==> src/rtl/line_buffer_reader.sv <==
// line_buffer_reader: pops all line FIFOs together and presents an ordered pixel column.
// Latency: read strobe to o_col_valid is one cycle (capture cycle); one column per 2 cycles.
// Backpressure: the column is held while i_col_ready is low, and no new read strobe is issued.
//
// Ports:
//   i_clk, reset        clock and asynchronous active-low reset
//   i_enable, i_empty   pop qualifiers: all FIFOs non-empty and enable high
//   i_dout              FIFO read data, FIFO k at [k*D_BITS +: D_BITS], valid 1 cycle after o_rd_en
//   o_rd_en             read strobe to every line FIFO (all bits equal)
//   o_col, o_col_valid, i_col_ready, o_eol
//                       column to the window stage, slot 0 = oldest line; o_eol marks last column of line
//   o_top               FIFO index currently mapped to slot 0
// Optional feature macro LB_RD_LINECNT_EN adds o_line_cnt (completed lines) and o_stall_err
// (sticky: column held without ready for more than IMG_WIDTH consecutive cycles).
module line_buffer_reader #(
  parameter int D_BITS    = 8,
  parameter int N_LINES   = 7,
  parameter int IMG_WIDTH = 640,
  parameter int COL_W     = $clog2(IMG_WIDTH)
) (
  input  logic                       i_clk,
  input  logic                       reset,
  input  logic                       i_enable,
  input  logic [N_LINES-1:0]         i_empty,
  input  logic [N_LINES*D_BITS-1:0]  i_dout,
  output logic [N_LINES-1:0]         o_rd_en,
  output logic [N_LINES*D_BITS-1:0]  o_col,
  output logic                       o_col_valid,
  input  logic                       i_col_ready,
  output logic                       o_eol,
  output logic [$clog2(N_LINES)-1:0] o_top
`ifdef LB_RD_LINECNT_EN
  ,
  output logic [15:0]                o_line_cnt,
  output logic                       o_stall_err
`endif
);

  localparam int TOP_W = $clog2(N_LINES);
  localparam logic [COL_W-1:0] LAST_COL = COL_W'(IMG_WIDTH - 1);
  localparam logic [TOP_W-1:0] LAST_TOP = TOP_W'(N_LINES - 1);

  typedef enum logic [1:0] {
    IDLE = 2'd0,
    POP  = 2'd1,
    HOLD = 2'd2
  } state_t;

  state_t                      state;
  logic [COL_W-1:0]            col_cnt;
  logic                        pop_ok;
  logic                        handshake;
  logic                        rd_req;
  logic [TOP_W-1:0]            next_top;
  logic [N_LINES*D_BITS-1:0]   cap_col;

  // A pop needs every FIFO non-empty so the column is never torn.
  assign pop_ok    = i_enable && (i_empty == '0);
  assign handshake = o_col_valid && i_col_ready;

  // Reads are issued from IDLE, or from HOLD only in the cycle the held
  // column leaves; never from POP, so the capture register cannot be overrun.
  always_comb begin
    rd_req = 1'b0;
    case (state)
      IDLE:    rd_req = pop_ok;
      HOLD:    rd_req = handshake && pop_ok;
      default: rd_req = 1'b0;
    endcase
  end

  // Gated by reset so the strobe drops immediately when reset asserts.
  assign o_rd_en = {N_LINES{rd_req & reset}};

  assign next_top = (o_top == LAST_TOP) ? '0 : o_top + 1'b1;

  // Rotate FIFO outputs so slot j carries FIFO (o_top + j) mod N_LINES.
  always_comb begin
    cap_col = '0;
    for (int j = 0; j < N_LINES; j++) begin
      cap_col[j*D_BITS +: D_BITS] = i_dout[((int'(o_top) + j) % N_LINES)*D_BITS +: D_BITS];
    end
  end

  always_ff @(posedge i_clk or negedge reset) begin
    if (!reset) begin
      state       <= IDLE;
      col_cnt     <= '0;
      o_col       <= '0;
      o_col_valid <= 1'b0;
      o_eol       <= 1'b0;
      o_top       <= '0;
    end else begin
      case (state)
        IDLE: begin
          if (pop_ok) state <= POP;
        end
        POP: begin
          // FIFO data requested last cycle is on i_dout now.
          o_col       <= cap_col;
          o_col_valid <= 1'b1;
          o_eol       <= (col_cnt == LAST_COL);
          state       <= HOLD;
        end
        HOLD: begin
          if (i_col_ready) begin
            o_col_valid <= 1'b0;
            o_eol       <= 1'b0;
            if (o_eol) begin
              col_cnt <= '0;
              o_top   <= next_top;
            end else begin
              col_cnt <= col_cnt + 1'b1;
            end
            state <= pop_ok ? POP : IDLE;
          end
        end
        default: state <= IDLE;
      endcase
    end
  end

`ifdef LB_RD_LINECNT_EN
  localparam int STALL_W = $clog2(IMG_WIDTH + 1);
  localparam logic [STALL_W-1:0] STALL_LIM = STALL_W'(IMG_WIDTH);

  logic [STALL_W-1:0] stall_cnt;

  // stall_cnt counts preceding stalled cycles; a stalled cycle seen with
  // stall_cnt == IMG_WIDTH is the first one beyond the allowed window.
  always_ff @(posedge i_clk or negedge reset) begin
    if (!reset) begin
      o_line_cnt  <= '0;
      o_stall_err <= 1'b0;
      stall_cnt   <= '0;
    end else begin
      if (handshake && o_eol) o_line_cnt <= o_line_cnt + 16'd1;
      if (o_col_valid && !i_col_ready) begin
        if (stall_cnt == STALL_LIM) o_stall_err <= 1'b1;
        else                        stall_cnt   <= stall_cnt + 1'b1;
      end else begin
        stall_cnt <= '0;
      end
    end
  end
`endif

endmodule
==> config.mk <==
export PLATFORM = sky130hd
export DESIGN_NAME = line_buffer_reader
export DESIGN_NICKNAME = d
export VERILOG_FILES = /design/src/rtl/line_buffer_reader.sv
export SDC_FILE = /design/constraint.sdc
export NUM_CORES = 1
export LEC_CHECK = 0
export BUFFER_PORTS_ARGS = -buffer_cell sky130_fd_sc_hd__buf_4
export CAP_MARGIN = 30
export CORE_MARGIN = 2
export CORE_UTILIZATION = 62
export DETAILED_ROUTE_END_ITERATION = 8
export PLACE_DENSITY = 0.88
export SETUP_SLACK_MARGIN = 0.5
export SLEW_MARGIN = 15
export SYNTH_ARGS = -nofsm -noshare
export SYNTH_HDL_FRONTEND = slang
export SYNTH_SLANG_ARGS = --single-unit
==> constraint.sdc <==
create_clock -name i_clk -period 7.03 [get_ports i_clk]
set_input_delay 1.406 -clock i_clk [delete_from_list [all_inputs] [get_ports i_clk]]
set_output_delay 1.406 -clock i_clk [all_outputs]
set_load 0.02 [all_outputs]
==> metrics.md, run 1 <==
| Metric | Value |
|---|---|
| Fraction of layout cells with a size suffix above 1 | `0.282` |
| Post-CTS setup buffer count | `0` |
| Hold Violations, Final | `0` |
| Crit start category | `flip-flop` |
| Resize count post-CTS | `0` |
| Nets | `974` |
| Reg2reg path depth | `13` |
| CTS buffer count | `9` |
| Area of the multi-input gates | `5160 µm²` |
| CTS max path bufs | `2` |
| Post-synthesis cell type count | `77` |
| Vias in the first global route | `6,917` |
| Core ar. | `11,600 µm²` |
| Worst Tran Pin Value | `0.860 ns` |
| Fin crit period | `4.89 ns` |
| Worst r2r dst | `o_col[28]` |
| CP peak stage delay | `0.74 ns` |
| Worst hold stages | `2` |
| Share of flip-flops with an asynchronous set or reset | `1.00` |
| Num Clock Sinks | `73` |
| Hold endpoint | `o_col[48]` |
| IO Port Bufs | `134` |
| Post-synth top area cell | `dfrtp_1` |
| Busiest layer in global routing | `met2` |
| Largest net degree at the start of global routing | `75` |
| Setup TNS | `0 ns` |
| MaxCap Viol Count | `0` |
| Hpwl dp | `17.0 mm` |
| Crit-path cells | `inv_1, ha_1, inv_1, ha_1, ha_1, a31oi_1, xnor2_2, ha_1, nand2b_2, nand2_1, a211oi_1, o21ai_1, a32o_1` |
| Vias | `7,214` |
| CP arrival | `5.13 ns` |
| WL final | `23.6 mm` |
| Io pins | `135` |
| Hold path startpoint | `o_col[48]` |
| Met2 GRT Util | `0.567` |
| Post-Synthesis Cells | `774` |
| Chip width | `113 µm` |
| Unrepaired setup endpoints after global routing | `no` |
| Mean Syn Cell Area | `9.58 µm²` |
| DRC viols | `0` |
| Worst-path maximum fanout | `17` |
| Tcrit/Tclk final | `0.695` |
| Drt first pass iters | `6` |
| Grt ovf | `0` |
| Post-Synthesis Cell Area | `7420 µm²` |
| Max-slew headroom | `0.415` |
| Initial DRC count | `919` |
| Post-DR vias/cell | `7.02` |
| Antenna Cells | `0` |
| Leak Pwr | `3.95 nW` |
| Most common cell after layout, fill and taps aside | `buf_4` |
| Synth Flop Type | `dfrtp_1` |
| Die height | `113 µm` |
| Full die area | `12,900 µm²` |
| Final Total Pwr | `2.26 mW` |
| Skew-Pair Late Insertion Delay | `0.35 ns` |
| Starting density of the core | `0.641` |
| Core Rows | `39` |
| Top cell type's share of synthesized area | `0.246` |
| Setup Crit Path Kind | `reg2reg` |
| Hold_ws | `0.479 ns` |
| Setup WS post-layout | `2.14 ns` |
| Sequential cell area fraction in the yosys report | `0.246` |
| Initial antenna violation count | `0` |
| CTS tree | `yes` |
| Area grow syn2layout | `18.0%` |
| Routability cong. | `0.970` |
| Place WS | `2.27 ns` |
| Area contributors post-synth | `dfrtp_1, mux4_2, mux2i_1` |
| Root Buffer | `clkbuf_16` |
| Syn Nets | `868` |
| Fmax | `205 MHz` |
| CP dominant cell by count | `ha_1` |
| Yosys reg bits | `73` |
| GR Util met1 | `0.495` |
| Setup violators final | `0` |
| Final-report max-slew violation count | `0` |
| Most frequent cells in the layout | `buf_4, nand2_1, o21ai_0` |
| R2R Setup Slk | `2.14 ns` |
| Kind of end point of the critical path | `flip-flop` |
| Status | `complete, no violations` |
| Remaining antenna violation count after routing | `0` |
| CTS H-tree depth | `3` |
| Post-place instance area | `8350 µm²` |
| HP Class | `reg2reg` |
| Register area | `1830 µm²` |
| Clk pin slew, worst setup/hold paths | `0.07 ns` |
| Yosys warns | `0` |
| Post-synth EDFFs | `0` |
| Critical R2R Launch | `o_top[1]` |
| Worst VDD drop | `146 µV` |
| GRT Total Usage | `0.367` |
| Final Skew | `0.0116 ns` |
| Power density over cell area | `258 nW/µm²` |
| WP data required | `7.27 ns` |
| # fillers | `768` |
| Met3 Usage GRT | `0.102` |
| Wire length per cell | `23.0 µm` |
| Hold bufs inserted after CTS | `0` |
| Final instance area | `8750 µm²` |
| First-pass GRT wire length | `36.7 mm` |
| Crit-path slowest cell | `dfrtp_1` |
-- synthesized netlist by cell type (17+ instances only) --
cell type / number
a211oi_1: 17
a21oi_1: 51
a22o_1: 18
and3_1: 17
clkbuf_1: 21
dfrtp_1: 73
ha_1: 26
inv_1: 17
mux2_2: 18
mux2i_1: 62
mux4_1: 18
mux4_2: 29
nand2_1: 101
nand3_1: 21
nor2_1: 21
o21ai_0: 81
-- layout make-up --
type | instances | share of cell area
Inverter | 19 | 0.00872
Clock buffer | 11 | 0.0289
Sequential cell | 73 | 0.209
Multi-Input combinational cell | 627 | 0.590
Tap cell | 143 | 0.0205
Timing Repair Buffer | 150 | 0.134
Clock inverter | 5 | 0.00887
-- worst max-delay path: cells and delay by family (launching register included) --
family | cells | cell delay [ns]
XOR/XNOR | 1 | 0.20
adder cells (fa/ha/maj) | 4 | 1.51
AND/OR/NAND/NOR | 2 | 0.70
flip-flops | 1 | 0.74
AO/OA/AOI/OAI | 4 | 1.09
buffers and inverters | 2 | 0.53
-- report_power, final --
part	switching [mW]	internal, mW
Sequential	0.0450	0.470
Combinational	0.676	0.548
Clock	0.192	0.329
Total	0.913	1.35
-- registers in the layout, summed over array words and instances, names as in the netlist --
signal,cells
o_col,56
state,2
o_eol,1
o_col_valid,1
o_top,3
col_cnt,10
-- kinds of logic after synthesis --
| logic type | Yosys count | synth area share |
|---|---|---|
| AO/OA/AOI/OAI | 240 | 0.212 |
| XOR/XNOR | 19 | 0.0321 |
| adder cells (fa/ha/maj) | 27 | 0.0466 |
| buffers and inverters | 74 | 0.0589 |
| flip-flops | 73 | 0.246 |
| multiplexers | 129 | 0.268 |
| AND/OR/NAND/NOR | 212 | 0.137 |
-- metrics by stage --
step                      instances  utilization
after floorplan                 774            -
after global placement         1003        0.718
after detailed placement       1008        0.722
after CTS                      1024        0.751
after global routing           1028        0.756
final                          1028        0.756
-- per-layer routing --
metal	vias up	routed length [µm]
met5	-	0
met4	0	849
li1	3163	-
met2	542	10700
met3	97	3150
met1	3412	8880
-- how the worst max path moves through the flow --
stage | startpoint | end | slack [ns] | cells after the start
finish | o_top[1] | o_col[28] | 2.14 | 13
global route | o_top[1] | o_col[29] | 1.70 | 13
CTS | o_top[1] | o_col[28] | 2.24 | 13
detailed placement | o_top[1] | o_col[28] | 2.27 | 13
global placement | o_top[1] | o_col[28] | 2.55 | 13
floorplan | i_empty[2] | o_rd_en[1] | 2.65 | 4
Note: power is estimated with default switching activity, not from simulation.
==> inputs of run 2 (changes only) <==
--- a/config.mk
+++ b/config.mk
@@ -8,9 +8,9 @@
 export BUFFER_PORTS_ARGS = -buffer_cell sky130_fd_sc_hd__buf_4
 export CAP_MARGIN = 30
 export CORE_MARGIN = 2
-export CORE_UTILIZATION = 62
+export CORE_UTILIZATION = 52
 export DETAILED_ROUTE_END_ITERATION = 8
-export PLACE_DENSITY = 0.88
+export PLACE_DENSITY = 0.78
 export SETUP_SLACK_MARGIN = 0.5
 export SLEW_MARGIN = 15
 export SYNTH_ARGS = -nofsm -noshare
==> constraint.sdc (replaced) <==
create_clock -name i_clk -period 4.3 [get_ports i_clk]
set_input_delay 0.86 -clock i_clk [delete_from_list [all_inputs] [get_ports i_clk]]
set_output_delay 0.86 -clock i_clk [all_outputs]
set_load 0.02 [all_outputs]
==> run 2 against run 1 <==
Combinational power is 67% higher. Core utilization down 12 points. Clock power is 52% higher. Via count is 3.0% higher. Design area grew 1.3%. Non-clock buffer count up 9. Die area up 19%. Worst hold slack got worse by 0.0022 ns. Count of clock-buffer cells in the layout rose by 1. Wire length grew 11%. Register-to-register slack worse by 1.4 ns. Total power grew 62%. Largest power group unchanged.
==> metrics.md, run 2 (synthesized netlist as in run 1, its figures left out) <==
| Metric | Value |
|---|---|
| Status | `complete, no violations` |
| Fraction of layout cells with a size suffix above 1 | `0.295 (+0.0128)` |
| Critical R2R Launch | `o_top[1]` |
| First-pass GRT wire length | `39.5 mm (+7.5%)` |
| Remaining antenna violation count after routing | `0 (unchanged)` |
| CTS H-tree depth | `3 (unchanged)` |
| Final Skew | `0.00745 ns (-0.00416 ns)` |
| Final Total Pwr | `3.66 mW (+62%)` |
| Util after Layout | `0.639 (-0.118)` |
| Core ar. | `13,900 µm² (+20%)` |
| Switching Share | `0.412 (+0.00771)` |
| Crit path depth | `12 (-1)` |
| Full die area | `15,200 µm² (+19%)` |
| WL final | `26.3 mm (+11%)` |
| IO Port Bufs | `134 (unchanged)` |
| Wire length per cell | `24.5 µm (+6.4%)` |
| Max FFs per register | `56 (unchanged)` |
| Biggest register | `o_col` |
| Setup WS post-layout | `0.731 ns (-1.41 ns)` |
| Worst-path maximum fanout | `16 (-1)` |
| Worst r2r dst | `o_col[12]` |
| Leak Pwr | `3.97 nW (+0.75%)` |
| Clock share of power | `0.217 (-0.014)` |
| Initial DRC count | `1,206 (+31%)` |
| Most common cell after layout, fill and taps aside | `buf_4` |
| Largest net degree at the start of global routing | `74 (-1.3%)` |
| Antenna Cells | `0 (unchanged)` |
| Fmax | `280 MHz (+37%)` |
| Area grow syn2layout | `19.5%` |
| Tcrit/Tclk final | `0.830 (+0.135)` |
| Crit-path cells | `buf_4, ha_1, inv_1, ha_1, inv_1, ha_1, ha_1, o21ai_0, mux2_4, mux4_1, mux2_2, a22o_1` |
| Power density over cell area | `413 nW/µm² (+60%)` |
| Biggest regs | `o_col: 56 flops, col_cnt: 10 flops, o_top: 3 flops` |
| HP Class | `in2async` |
| Setup TNS | `0 ns (unchanged)` |
| CP dominant cell by count | `ha_1` |
| Buf/Inv on CP | `3 (+1)` |
| DRC viols | `0 (unchanged)` |
| Most frequent cells in the layout | `buf_4, nand2_1, o21ai_0` |
| Post-CTS setup buffer count | `0 (unchanged)` |
| GRT Total Usage | `0.350 (-0.0167)` |
| Initial antenna violation count | `0 (unchanged)` |
| Kind of end point of the critical path | `flip-flop` |
| Final-report max-slew violation count | `0 (unchanged)` |
| Hold Violations, Final | `0 (unchanged)` |
| CP arrival | `3.81 ns (-1.32 ns)` |
| Crit start category | `flip-flop` |
| Vias in the first global route | `6,875 (-0.61%)` |
| CP Launch Point | `o_top[1]` |
| Worst path top cell family by delay | `multiplexers` |
| # fillers | `1,194 (+55%)` |
| Sw Pwr | `1.51 mW (+65%)` |
| Starting density of the core | `0.534 (-0.107)` |
| R2R Setup Slk | `0.73 ns (-1.41 ns)` |
| Seq pwr share | `0.227 (about the same)` |
| Reg2reg path depth | `12 (-1)` |
| Nets | `983 (+0.92%)` |
| Fin cells | `1,074 (+4.5%)` |
| Crit-path slowest cell | `mux4_1` |
| Fin crit period | `3.57 ns (-1.32 ns)` |
| Post-DR vias/cell | `6.92 (-1.5%)` |
| Setup Crit Path Kind | `reg2reg` |
| CP peak stage delay | `0.58 ns (-0.16 ns)` |
| Clk pin slew, worst setup/hold paths | `0.06 ns (about the same)` |
| Skew-Pair Late Insertion Delay | `0.35 ns (about the same)` |
| Die height | `123 µm (+8.9%)` |
| P_int | `2.15 mW (+60%)` |
| Logic gate share of total power | `0.556 (+0.015)` |
| CP endpoint | `o_col[12]` |
| Grt ovf | `0 (unchanged)` |
| Routability cong. | `0.970 (about the same)` |
| WP data required | `4.54 ns (-2.73 ns)` |
| Io pins | `135 (unchanged)` |
| CTS buffer count | `9 (unchanged)` |
| CTS max path bufs | `2 (unchanged)` |
| Num Clock Sinks | `73 (unchanged)` |
| MaxCap Viol Count | `0 (unchanged)` |
| Worst VDD drop | `217 µV (+48%)` |
| CTS tree | `yes` |
| Chip width | `123 µm (+8.9%)` |
| Vias | `7,427 (+3.0%)` |
| Core Rows | `43 (+10%)` |
| Worst Tran Pin Value | `0.893 ns (+0.0335 ns)` |
| Max-slew headroom | `0.393 (-0.0228)` |
| Placed insts | `1,057 (+4.9%)` |
| Root Buffer | `clkbuf_16` |
| Place WS | `0.493 ns (-1.78 ns)` |
| Unrepaired setup endpoints after global routing | `yes` |
| Hpwl dp | `17.9 mm (+5.3%)` |
| Drt first pass iters | `6 (unchanged)` |
| Setup violators final | `0 (unchanged)` |
-- run 2: final cells by class --
type                    instances  area, µm²  area share
clock buffers                  12        256      0.0289
clock inverters                 4       51.3     0.00579
inverters                      19       80.1     0.00903
multi-input cells             627       5210       0.587
flip-flops and latches         73       1830       0.206
well taps                     180        225      0.0254
repair buffers                159       1220       0.137
-- run 2: worst min-delay path by stage --
stage,end,startpoint,cells past startpoint,slack (ns)
floorplan,col_cnt[5],col_cnt[5],1,0.47
global route,col_cnt[3],reset,2,0.50
detailed placement,o_col[46],o_col[46],2,0.47
finish,col_cnt[6],reset,2,0.48
global placement,o_col[49],o_col[49],2,0.46
CTS,o_col[46],o_col[46],2,0.48
-- run 2: layer usage --
| layer | up-vias | wire [µm] | global-route usage |
|---|---|---|---|
| li1 | 3183 | - | - |
| met1 | 3454 | 9520 | 0.461 |
| met2 | 637 | 10900 | 0.504 |
| met3 | 153 | 4000 | 0.113 |
| met4 | 0 | 1840 | 0.205 |
| met5 | - | 0 | 0 |
-- run 2: metrics by stage --
stage          hold slack (ns)  area [µm²]
6_report                 0.477        8860
5_1_grt                  0.497        8860
4_1_cts                  0.485        8810
3_5_place_dp             0.472        8490
3_3_place_gp             0.463        8480
2_1_floorplan            0.471        7420
-- run 2: timing repair --
item                       4_1_cts  5_1_grt
hold buffers                     0        0
resized for setup                1        6
setup endpoints to repair        1        9
hold endpoints to repair         0        0
-- run 2: power groups by stage --
stage                     sequential, mW  combinational [mW]  clock (mW)
after global routing               0.841                2.17       0.829
after floorplan                    0.927                1.36           0
after detailed placement           0.843                1.96           0
after global placement             0.839                1.92           0
final                              0.833                2.04       0.794
after CTS                          0.832                1.97       0.801
